===== config.mk =====
export PLATFORM = sky130hd
export DESIGN_NAME = ifetch_stage
export DESIGN_NICKNAME = d
export VERILOG_FILES = /design/src/rtl/fetch_pkg.sv /design/src/rtl/fetch_fifo.sv /design/src/rtl/fetch_fifo_chk.sv /design/src/rtl/ifetch_stage.sv
export SDC_FILE = /design/constraint.sdc
export NUM_CORES = 1
export LEC_CHECK = 0
export CAP_MARGIN = 20
export CORE_ASPECT_RATIO = 1.25
export CORE_UTILIZATION = 45
export DETAILED_ROUTE_END_ITERATION = 7
export PLACE_DENSITY = 0.71
export SYNTH_ARGS = -nofsm -noshare
export SYNTH_HDL_FRONTEND = slang
export SYNTH_SLANG_ARGS = --single-unit

===== constraint.sdc =====
create_clock -name clock -period 3 [get_ports clock]
set_input_delay 0.9 -clock clock [delete_from_list [all_inputs] [get_ports clock]]
set_output_delay 0.9 -clock clock [all_outputs]
set_load 0.01 [all_outputs]

===== src/rtl/fetch_pkg.sv =====
// Shared definitions for the instruction fetch stage.
//   - default memory window (RESET_PC_DEFAULT, MEM_BYTES_DEFAULT)
//   - datapath widths (ADDR_W, INSTR_W), NOP word, PC step and alignment mask
//   - fetch_entry_t: one buffered fetch result {pc, instr, fault}
//   - pc_in_window(): window membership test used to flag out-of-range fetches
package fetch_pkg;

    localparam int unsigned ADDR_W            = 32;
    localparam int unsigned INSTR_W           = 32;
    localparam logic [31:0] RESET_PC_DEFAULT  = 32'h8002_0000;
    localparam int unsigned MEM_BYTES_DEFAULT = 1024;
    localparam logic [31:0] NOP               = 32'h0000_0000;
    localparam logic [31:0] PC_STEP           = 32'd4;
    localparam logic [31:0] PC_ALIGN_MASK     = 32'hFFFF_FFFC;

    typedef struct packed {
        logic [ADDR_W-1:0]  pc;
        logic [INSTR_W-1:0] instr;
        logic               fault;
    } fetch_entry_t;

    // Unsigned offset from the base: addresses below the base wrap to a huge
    // offset, so one compare covers both ends of the window.
    function automatic logic pc_in_window(
        input logic [ADDR_W-1:0] pc,
        input logic [ADDR_W-1:0] base,
        input logic [ADDR_W-1:0] bytes
    );
        logic [ADDR_W-1:0] offset;
        offset = pc - base;
        return (offset < bytes);
    endfunction

endpackage


===== src/rtl/fetch_fifo.sv =====
// Two-entry synchronous FIFO of fetch_entry_t, organised as a head register
// and a tail register so the head drives the stage outputs straight from flops.
//   clock, reset_n : clock and async active-low reset
//   push, din      : write request and data
//   pop            : consume the head (ignored when empty)
//   flush          : drop all entries; takes priority over push
//   head, valid    : current head entry and its validity
//   count          : occupancy 0..2
// When the buffer empties (pop or flush) the head register keeps its last
// contents so downstream sees stable, X-free values while valid is low.
module fetch_fifo
    import fetch_pkg::*;
(
    input  logic         clock,
    input  logic         reset_n,
    input  logic         push,
    input  fetch_entry_t din,
    input  logic         pop,
    input  logic         flush,
    output fetch_entry_t head,
    output logic         valid,
    output logic [1:0]   count
);

    fetch_entry_t head_r, head_nxt_s;
    fetch_entry_t tail_r, tail_nxt_s;
    logic [1:0]   count_r, count_nxt_s;
    logic         valid_r, valid_nxt_s;
    logic         pop_ok_s;

    // Next-state computation for occupancy and the two entry registers.
    always_comb begin
        head_nxt_s  = head_r;
        tail_nxt_s  = tail_r;
        count_nxt_s = count_r;
        pop_ok_s    = pop && (count_r != 2'd0);
        if (flush) begin
            count_nxt_s = 2'd0;
        end else begin
            case ({push, pop_ok_s})
                2'b10: begin
                    if (count_r == 2'd2) begin
                        // Full without a pop: drop the write rather than corrupt state.
                        count_nxt_s = count_r;
                    end else if (count_r == 2'd0) begin
                        head_nxt_s  = din;
                        count_nxt_s = count_r + 2'd1;
                    end else begin
                        tail_nxt_s  = din;
                        count_nxt_s = count_r + 2'd1;
                    end
                end
                2'b01: begin
                    if (count_r == 2'd2) begin
                        head_nxt_s = tail_r;
                    end else begin
                        head_nxt_s = head_r;
                    end
                    count_nxt_s = count_r - 2'd1;
                end
                2'b11: begin
                    if (count_r == 2'd1) begin
                        head_nxt_s = din;
                    end else begin
                        head_nxt_s = tail_r;
                        tail_nxt_s = din;
                    end
                    count_nxt_s = count_r;
                end
                default: begin
                    count_nxt_s = count_r;
                end
            endcase
        end
        valid_nxt_s = (count_nxt_s != 2'd0);
    end

    // Entry and occupancy registers.
    always_ff @(posedge clock or negedge reset_n) begin
        if (!reset_n) begin
            head_r  <= '0;
            tail_r  <= '0;
            count_r <= 2'd0;
            valid_r <= 1'b0;
        end else begin
            head_r  <= head_nxt_s;
            tail_r  <= tail_nxt_s;
            count_r <= count_nxt_s;
            valid_r <= valid_nxt_s;
        end
    end

    assign head  = head_r;
    assign valid = valid_r;
    assign count = count_r;

    fetch_fifo_chk u_chk (
        .clock   (clock),
        .reset_n (reset_n),
        .push    (push),
        .pop     (pop_ok_s),
        .flush   (flush),
        .count   (count_r)
    );

endmodule


===== src/rtl/fetch_fifo_chk.sv =====
// Invariant checker for fetch_fifo.
//   clock, reset_n : clock and async active-low reset
//   push, pop      : FIFO request strobes (pop already qualified by valid)
//   flush          : discard-all request
//   count          : current occupancy
module fetch_fifo_chk (
    input logic       clock,
    input logic       reset_n,
    input logic       push,
    input logic       pop,
    input logic       flush,
    input logic [1:0] count
);

    // A push may only land on a full buffer if the head leaves on the same edge.
    assert property (@(posedge clock) disable iff (!reset_n)
        (push && !flush) |-> (pop || (count != 2'd2)));

    // Occupancy never exceeds the two physical entries.
    assert property (@(posedge clock) disable iff (!reset_n)
        count != 2'd3);

endmodule


===== src/rtl/ifetch_stage.sv =====
// Instruction fetch stage: owns the PC, drives the instruction memory address,
// absorbs the memory's one-cycle read latency and hands {pc, instr, fault} to
// decode through a two-entry buffer with a valid/ready handshake.
//   clock, reset_n          : clock and async active-low reset
//   imem_addr / imem_data   : memory address (the PC) and data one cycle later
//   redirect_valid/_pc      : restart fetch at a new, word-aligned PC
//   out_valid/out_ready     : handshake to decode
//   out_pc/out_instr/out_fault : head entry; faulting fetches carry a NOP word
module ifetch_stage
    import fetch_pkg::*;
#(
    parameter logic [31:0] RESET_PC   = RESET_PC_DEFAULT,
    parameter int unsigned MEM_BYTES  = MEM_BYTES_DEFAULT,
    parameter int unsigned FIFO_DEPTH = 2
) (
    input  logic               clock,
    input  logic               reset_n,
    output logic [ADDR_W-1:0]  imem_addr,
    input  logic [INSTR_W-1:0] imem_data,
    input  logic               redirect_valid,
    input  logic [ADDR_W-1:0]  redirect_pc,
    output logic               out_valid,
    input  logic               out_ready,
    output logic [ADDR_W-1:0]  out_pc,
    output logic [INSTR_W-1:0] out_instr,
    output logic               out_fault
);

    localparam logic [ADDR_W-1:0] MEM_LIMIT    = ADDR_W'(MEM_BYTES);
    localparam logic [2:0]        CREDIT_LIMIT = 3'(FIFO_DEPTH);

    logic [ADDR_W-1:0] pc_r, pc_nxt_s;
    logic [ADDR_W-1:0] inflight_pc_r, inflight_pc_nxt_s;
    logic              inflight_r, inflight_nxt_s;
    logic              pop_s, issue_s, push_s, fault_s;
    logic [2:0]        credit_s, limit_s;
    logic [1:0]        count_s;
    logic              fifo_valid_s;
    fetch_entry_t      push_entry_s, head_s;

    // Handshake, issue credit check and the entry built from the returning word.
    always_comb begin
        pop_s    = fifo_valid_s && out_ready;
        // Buffered + in-flight entries, less the one leaving this edge, must
        // leave room for one more so the word we issue always has a slot.
        credit_s = {1'b0, count_s} + {2'b00, inflight_r};
        limit_s  = CREDIT_LIMIT + {2'b00, pop_s};
        issue_s  = !redirect_valid && (credit_s < limit_s);
        push_s   = inflight_r && !redirect_valid;
        fault_s  = !pc_in_window(inflight_pc_r, RESET_PC, MEM_LIMIT);
        push_entry_s.pc = inflight_pc_r;
        if (fault_s) begin
            push_entry_s.instr = NOP;
        end else begin
            push_entry_s.instr = imem_data;
        end
        push_entry_s.fault = fault_s;
    end

    // Next PC and in-flight tracking; a redirect drops the outstanding word.
    always_comb begin
        pc_nxt_s          = pc_r;
        inflight_nxt_s    = inflight_r;
        inflight_pc_nxt_s = inflight_pc_r;
        if (redirect_valid) begin
            pc_nxt_s       = redirect_pc & PC_ALIGN_MASK;
            inflight_nxt_s = 1'b0;
        end else if (issue_s) begin
            pc_nxt_s          = pc_r + PC_STEP;
            inflight_nxt_s    = 1'b1;
            inflight_pc_nxt_s = pc_r;
        end else begin
            // Any outstanding word is pushed on this edge.
            inflight_nxt_s = 1'b0;
        end
    end

    // PC and in-flight registers.
    always_ff @(posedge clock or negedge reset_n) begin
        if (!reset_n) begin
            pc_r          <= RESET_PC;
            inflight_r    <= 1'b0;
            inflight_pc_r <= RESET_PC;
        end else begin
            pc_r          <= pc_nxt_s;
            inflight_r    <= inflight_nxt_s;
            inflight_pc_r <= inflight_pc_nxt_s;
        end
    end

    fetch_fifo u_fifo (
        .clock   (clock),
        .reset_n (reset_n),
        .push    (push_s),
        .din     (push_entry_s),
        .pop     (pop_s),
        .flush   (redirect_valid),
        .head    (head_s),
        .valid   (fifo_valid_s),
        .count   (count_s)
    );

    assign imem_addr = pc_r;
    assign out_valid = fifo_valid_s;
    assign out_pc    = head_s.pc;
    assign out_instr = head_s.instr;
    assign out_fault = head_s.fault;

endmodule


After elaboration in Yosys (flattened, before gate mapping)
Index checks and enable logic that the tools add are counted.
W data, S select, Z words.

cells by class
  mux-type cells = 17
  add/sub/neg operators = 6
  $lt $le $gt $ge = 2
  bitwise gates (word level) = 1
  reductions and logical operators = 15
  equality and inequality tests = 10

operators with widths
  kind                      number
  $mux W65                  7
  $pmux W65 S3              1
  $pmux W65 S2              1
  $mux W32                  3
  $add A32 B3 Y32 const B   1
  $lt A32 B11 Y1 const B    1
  $sub A32 B32 Y32 const B  1
  $reduce_and A5 Y1         2
  $reduce_bool A2 Y1        4
  $eq A2 B2 Y1 const B      3
  $ne A2 B2 Y1 const B      3
  $eq A2 B1 Y1 const B      2
  $logic_and A1 B1 Y1       4
  $mux W2                   2
  $ne A2 B1 Y1 const B      2
  $pmux W2 S2               1
  $add A2 B1 Y3             1
  $add A2 B1 Y3 const A     1
  $lt A3 B3 Y1              1
  $reduce_bool A3 Y1        1
  $add A2 B1 Y2 const B     1
  $logic_not A1 Y1          2
  $logic_not A2 Y1          1
  $mux W1                   2
  other kinds (3)           3

word-level totals
  word-level logic and storage cells = 62
  bits of input ports = 68
  register bits after elaboration = 198
  output and inout port bits = 98

Longest topological paths before layout
  word-level depth = 6
  gate-level depth with buffers = 12
  gate-level depth less buffers = 9

Cells and area by module
From an unflattened synthesis, not the netlist that was laid out.

unflattened totals
  cell total of the unflattened synthesis = 791
  area total of the unflattened synthesis = 9286.4 sq um

by module, submodules not included
  module        seq. area each (sq um)  cells each  area an instance (sq um)  instances
  fetch_fifo    3328.2                  445         5672.9                    1
  ifetch_stage  1531.5                  346         3613.5                    1

Worst setup path after synthesis
OpenSTA, ideal clock, no wires.

  path kind = input to register
  start point = input port redirect_valid
  end point = register u_fifo.head_r (netlist bit u_fifo.head[23])
  setup slack = -0.152 ns
  required time = 2.859 ns
  path buffers = 3
  setup time = 0.141 ns
  arrival time = 3.011 ns
  stages = 9
  path through = clkbuf_1 nor2b_1 inv_1 ha_1 nor2b_1 a2111oi_2 clkbuf_1 clkbuf_1 a31oi_1

between the ends
  word-level cells in the longest chain between the ends = 5
  elaborated cells between the ends (all ways) = 12
  those cells by class = 6 x eq/ne; 1 x mux; 1 x bitwise; 4 x reduce/logical

RTL lines
  item                                                 line                RTL
  from (decl)                                          ifetch_stage.sv:20  input logic redirect_valid,
  $logic_not A1 Y1                                     ifetch_stage.sv:49  push_s = inflight_r && !redirect_valid;
  $logic_and A1 B1 Y1                                  ifetch_stage.sv:49
  $eq A2 B1 Y1 / $eq A2 B2 Y1 (equally long branches)  fetch_fifo.sv:40    case ({push, pop_ok_s})
  $ne A2 B1 Y1 (no line) (tied with other cells)       -
  $reduce_and A5 Y1 (no line)                          -
  to (signal assigned)                                 fetch_fifo.sv:86    head_r <= head_nxt_s;
  to (decl)                                            fetch_fifo.sv:25    fetch_entry_t head_r, head_nxt_s;

Parallel ways exist; a longest one is shown, timed or not.
A chain may end at the register's enable or synchronous reset.

Final worst setup path
  start point = register inflight_pc_r[23]
  end point = register u_fifo.tail_r[32] in the netlist's numbering

between the ends
  word-level cells in the longest chain between the ends = 6
  elaborated cells between the ends (all ways) = 7
  those cells by class = 1 x add/sub; 1 x order compare; 5 x mux

RTL lines
  item                    line                RTL
  from (decl)             ifetch_stage.sv:33  logic [ADDR_W-1:0] inflight_pc_r, inflight_pc_nxt_s;
  from (signal assigned)  ifetch_stage.sv:87  inflight_pc_r <= inflight_pc_nxt_s;
  $sub A32 B32 Y32 *      fetch_pkg.sv:30     offset = pc - base;
  $lt A32 B11 Y1 *        fetch_pkg.sv:31     return (offset < bytes);
  $mux W32 *              ifetch_stage.sv:52  if (fault_s) begin
  $mux W65                fetch_fifo.sv:45    end else if (count_r == 2'd0) begin
  $mux W65                fetch_fifo.sv:42    if (count_r == 2'd2) begin
  $pmux W65 S2 *          fetch_fifo.sv:40
  to (signal assigned)    fetch_fifo.sv:87    tail_r <= tail_nxt_s;
  to (decl)               fetch_fifo.sv:26    fetch_entry_t tail_r, tail_nxt_s;

Every way passes the cells marked *; elsewhere a longest branch is shown, timed or not. The select of a mux whose other input is x is not followed.

==> impl_metrics.py <==
metrics = {
    "power": {
        "p_seq_share_pct": 46.0,
        "power_density_mw_per_mm2": 602,
        "p_sw_w": 0.00189,
        "p_leak_nw": 4.80,
        "max-vdd-ir-drop_mv": 0.436,
        "internal_power_w": 0.00509,
        "clockPowerShare_pct": 34.4,
        "power_frac_comb_pct": 19.6,
        "switching_share_pct": 27.1,
    },
    "final_layout": {
        "antenna_cells": 0,
        "syn_to_final_growth_pct": 31.3,
        "nets": 1156,
        "drive_gt1_share_pct": 10.8,
        "fin_area_mm2": 0.0116,
    },
    "sta": {
        "relSlewSlack_pct": 58.2,
        "hold-worst-slack_ns": 0.475,
        "hold_viol_final": 0,
        "period_share_pct": 93.0,
        "final-setup-viol-count": 0,
        "rsz0062_at_grt": "false",
        "fin_skew_ns": 0.00799,
        "min_period_ns": 2.79,
        "maxSlewViolCount": 0,
        "worst_pin_slew_ns": 0.612,
        "fmax_mhz": 358,
    },
    "yosys": {
        "seq_area_frac_synth_pct": 53.9,
        "syn_area_mm2": 0.00883,
        "synthFlopType": "dfrtp_1",
        "async_reset_ff_share_pct": 100,
        "netlist_instances": 926,
        "syn_avg_cell_area_um2": 9.54,
        "ys.warnings.count": 0,
        "synth_cell_types": 56,
        "synth_edf_count": 0,
        "ys_ff_latch": 190,
    },
    "global_routing": {
        "grt_pass1_wl_um": 35200,
        "grt_usage_pct": 22.0,
        "grt_pass1_vias": 6988,
        "grt_max_degree": 78,
        "grt_overflow": 0,
        "antenna_found_initial": 0,
    },
    "clock_tree": {
        "cts-root-buf": "clkbuf_16",
        "cts_setup_buffers": 0,
        "clock_latency_ns": 0.42,
        "cts.sinks": 190,
        "cts_buffer_depth": 2,
        "htreeDepth": 4,
        "cts_tree": "yes",
        "cts_resized": 0,
        "numCtsBuffers": 17,
        "clkTransAtPathRegs_ns": 0.07,
        "ctsHoldBuffers": 0,
    },
    "setup_path": {
        "arrival_ns": 3.13,
        "critPathLaunchType": "flip-flop",
        "crit_fanout": 28,
        "crit_type": "reg2reg",
        "critPathRequiredTime_ns": 3.34,
        "crit_path_end_kind": "flip-flop",
    },
    "place": {
        "placed_cell_area_mm2": 0.0110,
        "io_buffer_count": 159,
        "place_congestion": 0.823,
        "dp_hpwl_um": 14500,
    },
    "die": {
        "num_rows": 56,
        "die_x_um": 127,
        "io_pins": 166,
        "die_h_um": 159,
        "start_util_pct": 46.5,
        "fp.dieArea_mm2": 0.0202,
        "core_area_mm2": 0.0190,
    },
    "drt": {
        "viasPerCell": 5.34,
        "drt-initial-drc-count": 486,
        "wl_per_cell_um": 15.7,
        "drcViolationCount": 0,
        "drt-pass1-iter-count": 6,
        "num_vias": 7215,
        "totalWireLength_um": 21100,
        "ant_nets": 0,
    },
    "job": {
        "cap_violations": 0,
    },
    "outcome": {
        "status": "complete, no violations",
    },
    "hold_path": {
        "holdCritPathClass": "reg2reg",
    },
}
-- power groups by stage --
stage / clock network [W] / registers (W) / logic [W]
finish: 0.00240 / 0.00321 / 0.00137
detailed placement: 0 / 0.00326 / 0.00137
global placement: 0 / 0.00325 / 0.00135
floorplan: 0 / 0.00329 / 0.000537
CTS: 0.00245 / 0.00322 / 0.00138
global route: 0.00255 / 0.00326 / 0.00150
-- layout make-up --
| cell class | count | area [um2] |
|---|---|---|
| Multi-Input combinational cell | 655 | 3770 |
| Inverter | 14 | 52.6 |
| Clock buffer | 20 | 447 |
| Tap cell | 261 | 327 |
| Timing Repair Buffer | 198 | 2060 |
| Sequential cell | 190 | 4760 |
| Clock inverter | 12 | 185 |
| Fill cell | 1641 | 7390 |
-- kinds of logic after synthesis --
kind of cell,share of synthesized area (%)
AND/OR/NAND/NOR,18.1
XOR/XNOR,2.58
other,0.0424
flip-flops,53.9
adder cells (fa/ha/maj),1.70
multiplexers,4.04
AO/OA/AOI/OAI,15.5
buffers and inverters,4.19
-- critical path, stage by stage, from the launching register on --
cell and delay, ns:
dfrtp_1 0.43, or4_4 0.57, or3_4 0.40, a2111oi_0 0.61, o21ai_2 0.28, buf_12 0.24, o21ai_0 0.16
-- cell usage in the layout, fill, tap and decap left out, types with 3 or more instances in the layout --
master,n
clkbuf_16,17
ha_1,12
a31oi_1,33
bufinv_16,4
nand3_1,11
o21ai_0,39
nor4b_1,3
dfstp_2,4
clkinvlp_4,4
nand4_1,16
nor3_1,5
a22oi_1,32
and4_1,5
mux2_2,29
nor4_1,4
inv_1,14
nand2_1,220
nand2b_1,4
o21ai_1,27
dfrtp_1,186
xnor2_1,7
nor2b_1,3
mux2i_1,3
clkdlybuf4s50_1,157
buf_4,25
o2111ai_1,32
and3_1,9
nor2_1,74
conb_1,4
xor2_1,19
buf_12,14
a21oi_1,34
-- routing by layer --
metal  wire length (um)  vias up  global-route usage (%)
met3                844       24                    2.79
met5                  0        -                       0
met1               9530     3465                    28.8
li1                   -     3538                       -
met2              10400      188                    37.4
met4                385        0                    7.94
-- state kept, by name, summed over array words and instances (netlist names) --
signal	flops
u_fifo.head	63
u_fifo.count	2
imem_addr	30
u_fifo.valid	1
inflight_r	1
inflight_pc_r	30
u_fifo.tail_r	63
-- worst paths after layout --
| check | cells past startpoint | end | start | slack (ns) |
|---|---|---|---|---|
| setup / recovery | 6 | u_fifo.tail_r[32]$_DFFE_PN0P_ | inflight_pc_r[23]$_DFFE_PN0P_ | 0.21 |
| hold / removal | 2 | u_fifo.tail_r[53]$_DFFE_PN0P_ | u_fifo.tail_r[53]$_DFFE_PN0P_ | 0.47 |
| setup reg to reg | 6 | u_fifo.tail_r[32]$_DFFE_PN0P_ | inflight_pc_r[23]$_DFFE_PN0P_ | 0.21 |
| hold reg to reg | 2 | u_fifo.tail_r[53]$_DFFE_PN0P_ | u_fifo.tail_r[53]$_DFFE_PN0P_ | 0.47 |
| max in group asynchronous | 2 | u_fifo.head[14]$_DFFE_PN0P_ | reset_n | 1.77 |
| min in group asynchronous | 1 | u_fifo.valid$_DFF_PN0_ | reset_n | 0.49 |
-- cells in the mapped netlist, types with 4 or more instances --
| library cell | number | area share (%) |
|---|---|---|
| nand2_1 | 220 | 9.3 |
| dfrtp_1 | 186 | 53 |
| nor2_1 | 74 | 3.1 |
| clkbuf_1 | 49 | 2.1 |
| o21ai_0 | 39 | 2.2 |
| a21oi_1 | 36 | 2.0 |
| a31oi_1 | 33 | 2.3 |
| a22oi_1 | 32 | 2.7 |
| o2111ai_1 | 32 | 3.2 |
| mux2_2 | 29 | 3.7 |
| o21ai_1 | 28 | 1.6 |
| xor2_1 | 19 | 1.9 |
| nand4_1 | 16 | 1.1 |
| inv_1 | 14 | 0.59 |
| ha_1 | 12 | 1.7 |
| nand3_1 | 12 | 0.68 |
| and3_1 | 10 | 0.71 |
| xnor2_1 | 7 | 0.69 |
| buf_2 | 6 | 0.34 |
| and4_1 | 5 | 0.50 |
| buf_1 | 5 | 0.21 |
| nor3_1 | 5 | 0.28 |
| buf_4 | 4 | 0.34 |
| buf_6 | 4 | 0.51 |
| dfstp_2 | 4 | 1.2 |
| nand2b_1 | 4 | 0.28 |
| nor4_1 | 4 | 0.28 |
-- metrics by stage --
step / total power (W) / std cells / setup TNS [ns] / util [%] / worst slack, ns
after floorplan: 0.00382 / 929 / 0 / - / 0.0477
after global placement: 0.00460 / 1318 / 0 / 57.8 / 0.0276
after detailed placement: 0.00464 / 1318 / -0.0436 / 57.8 / -0.0200
after CTS: 0.00705 / 1350 / 0 / 61.1 / 0.180
after global routing: 0.00731 / 1350 / 0 / 61.1 / 0.0222
final: 0.00698 / 1350 / 0 / 61.1 / 0.210
No activity file was read; power rests on OpenSTA's default activity.
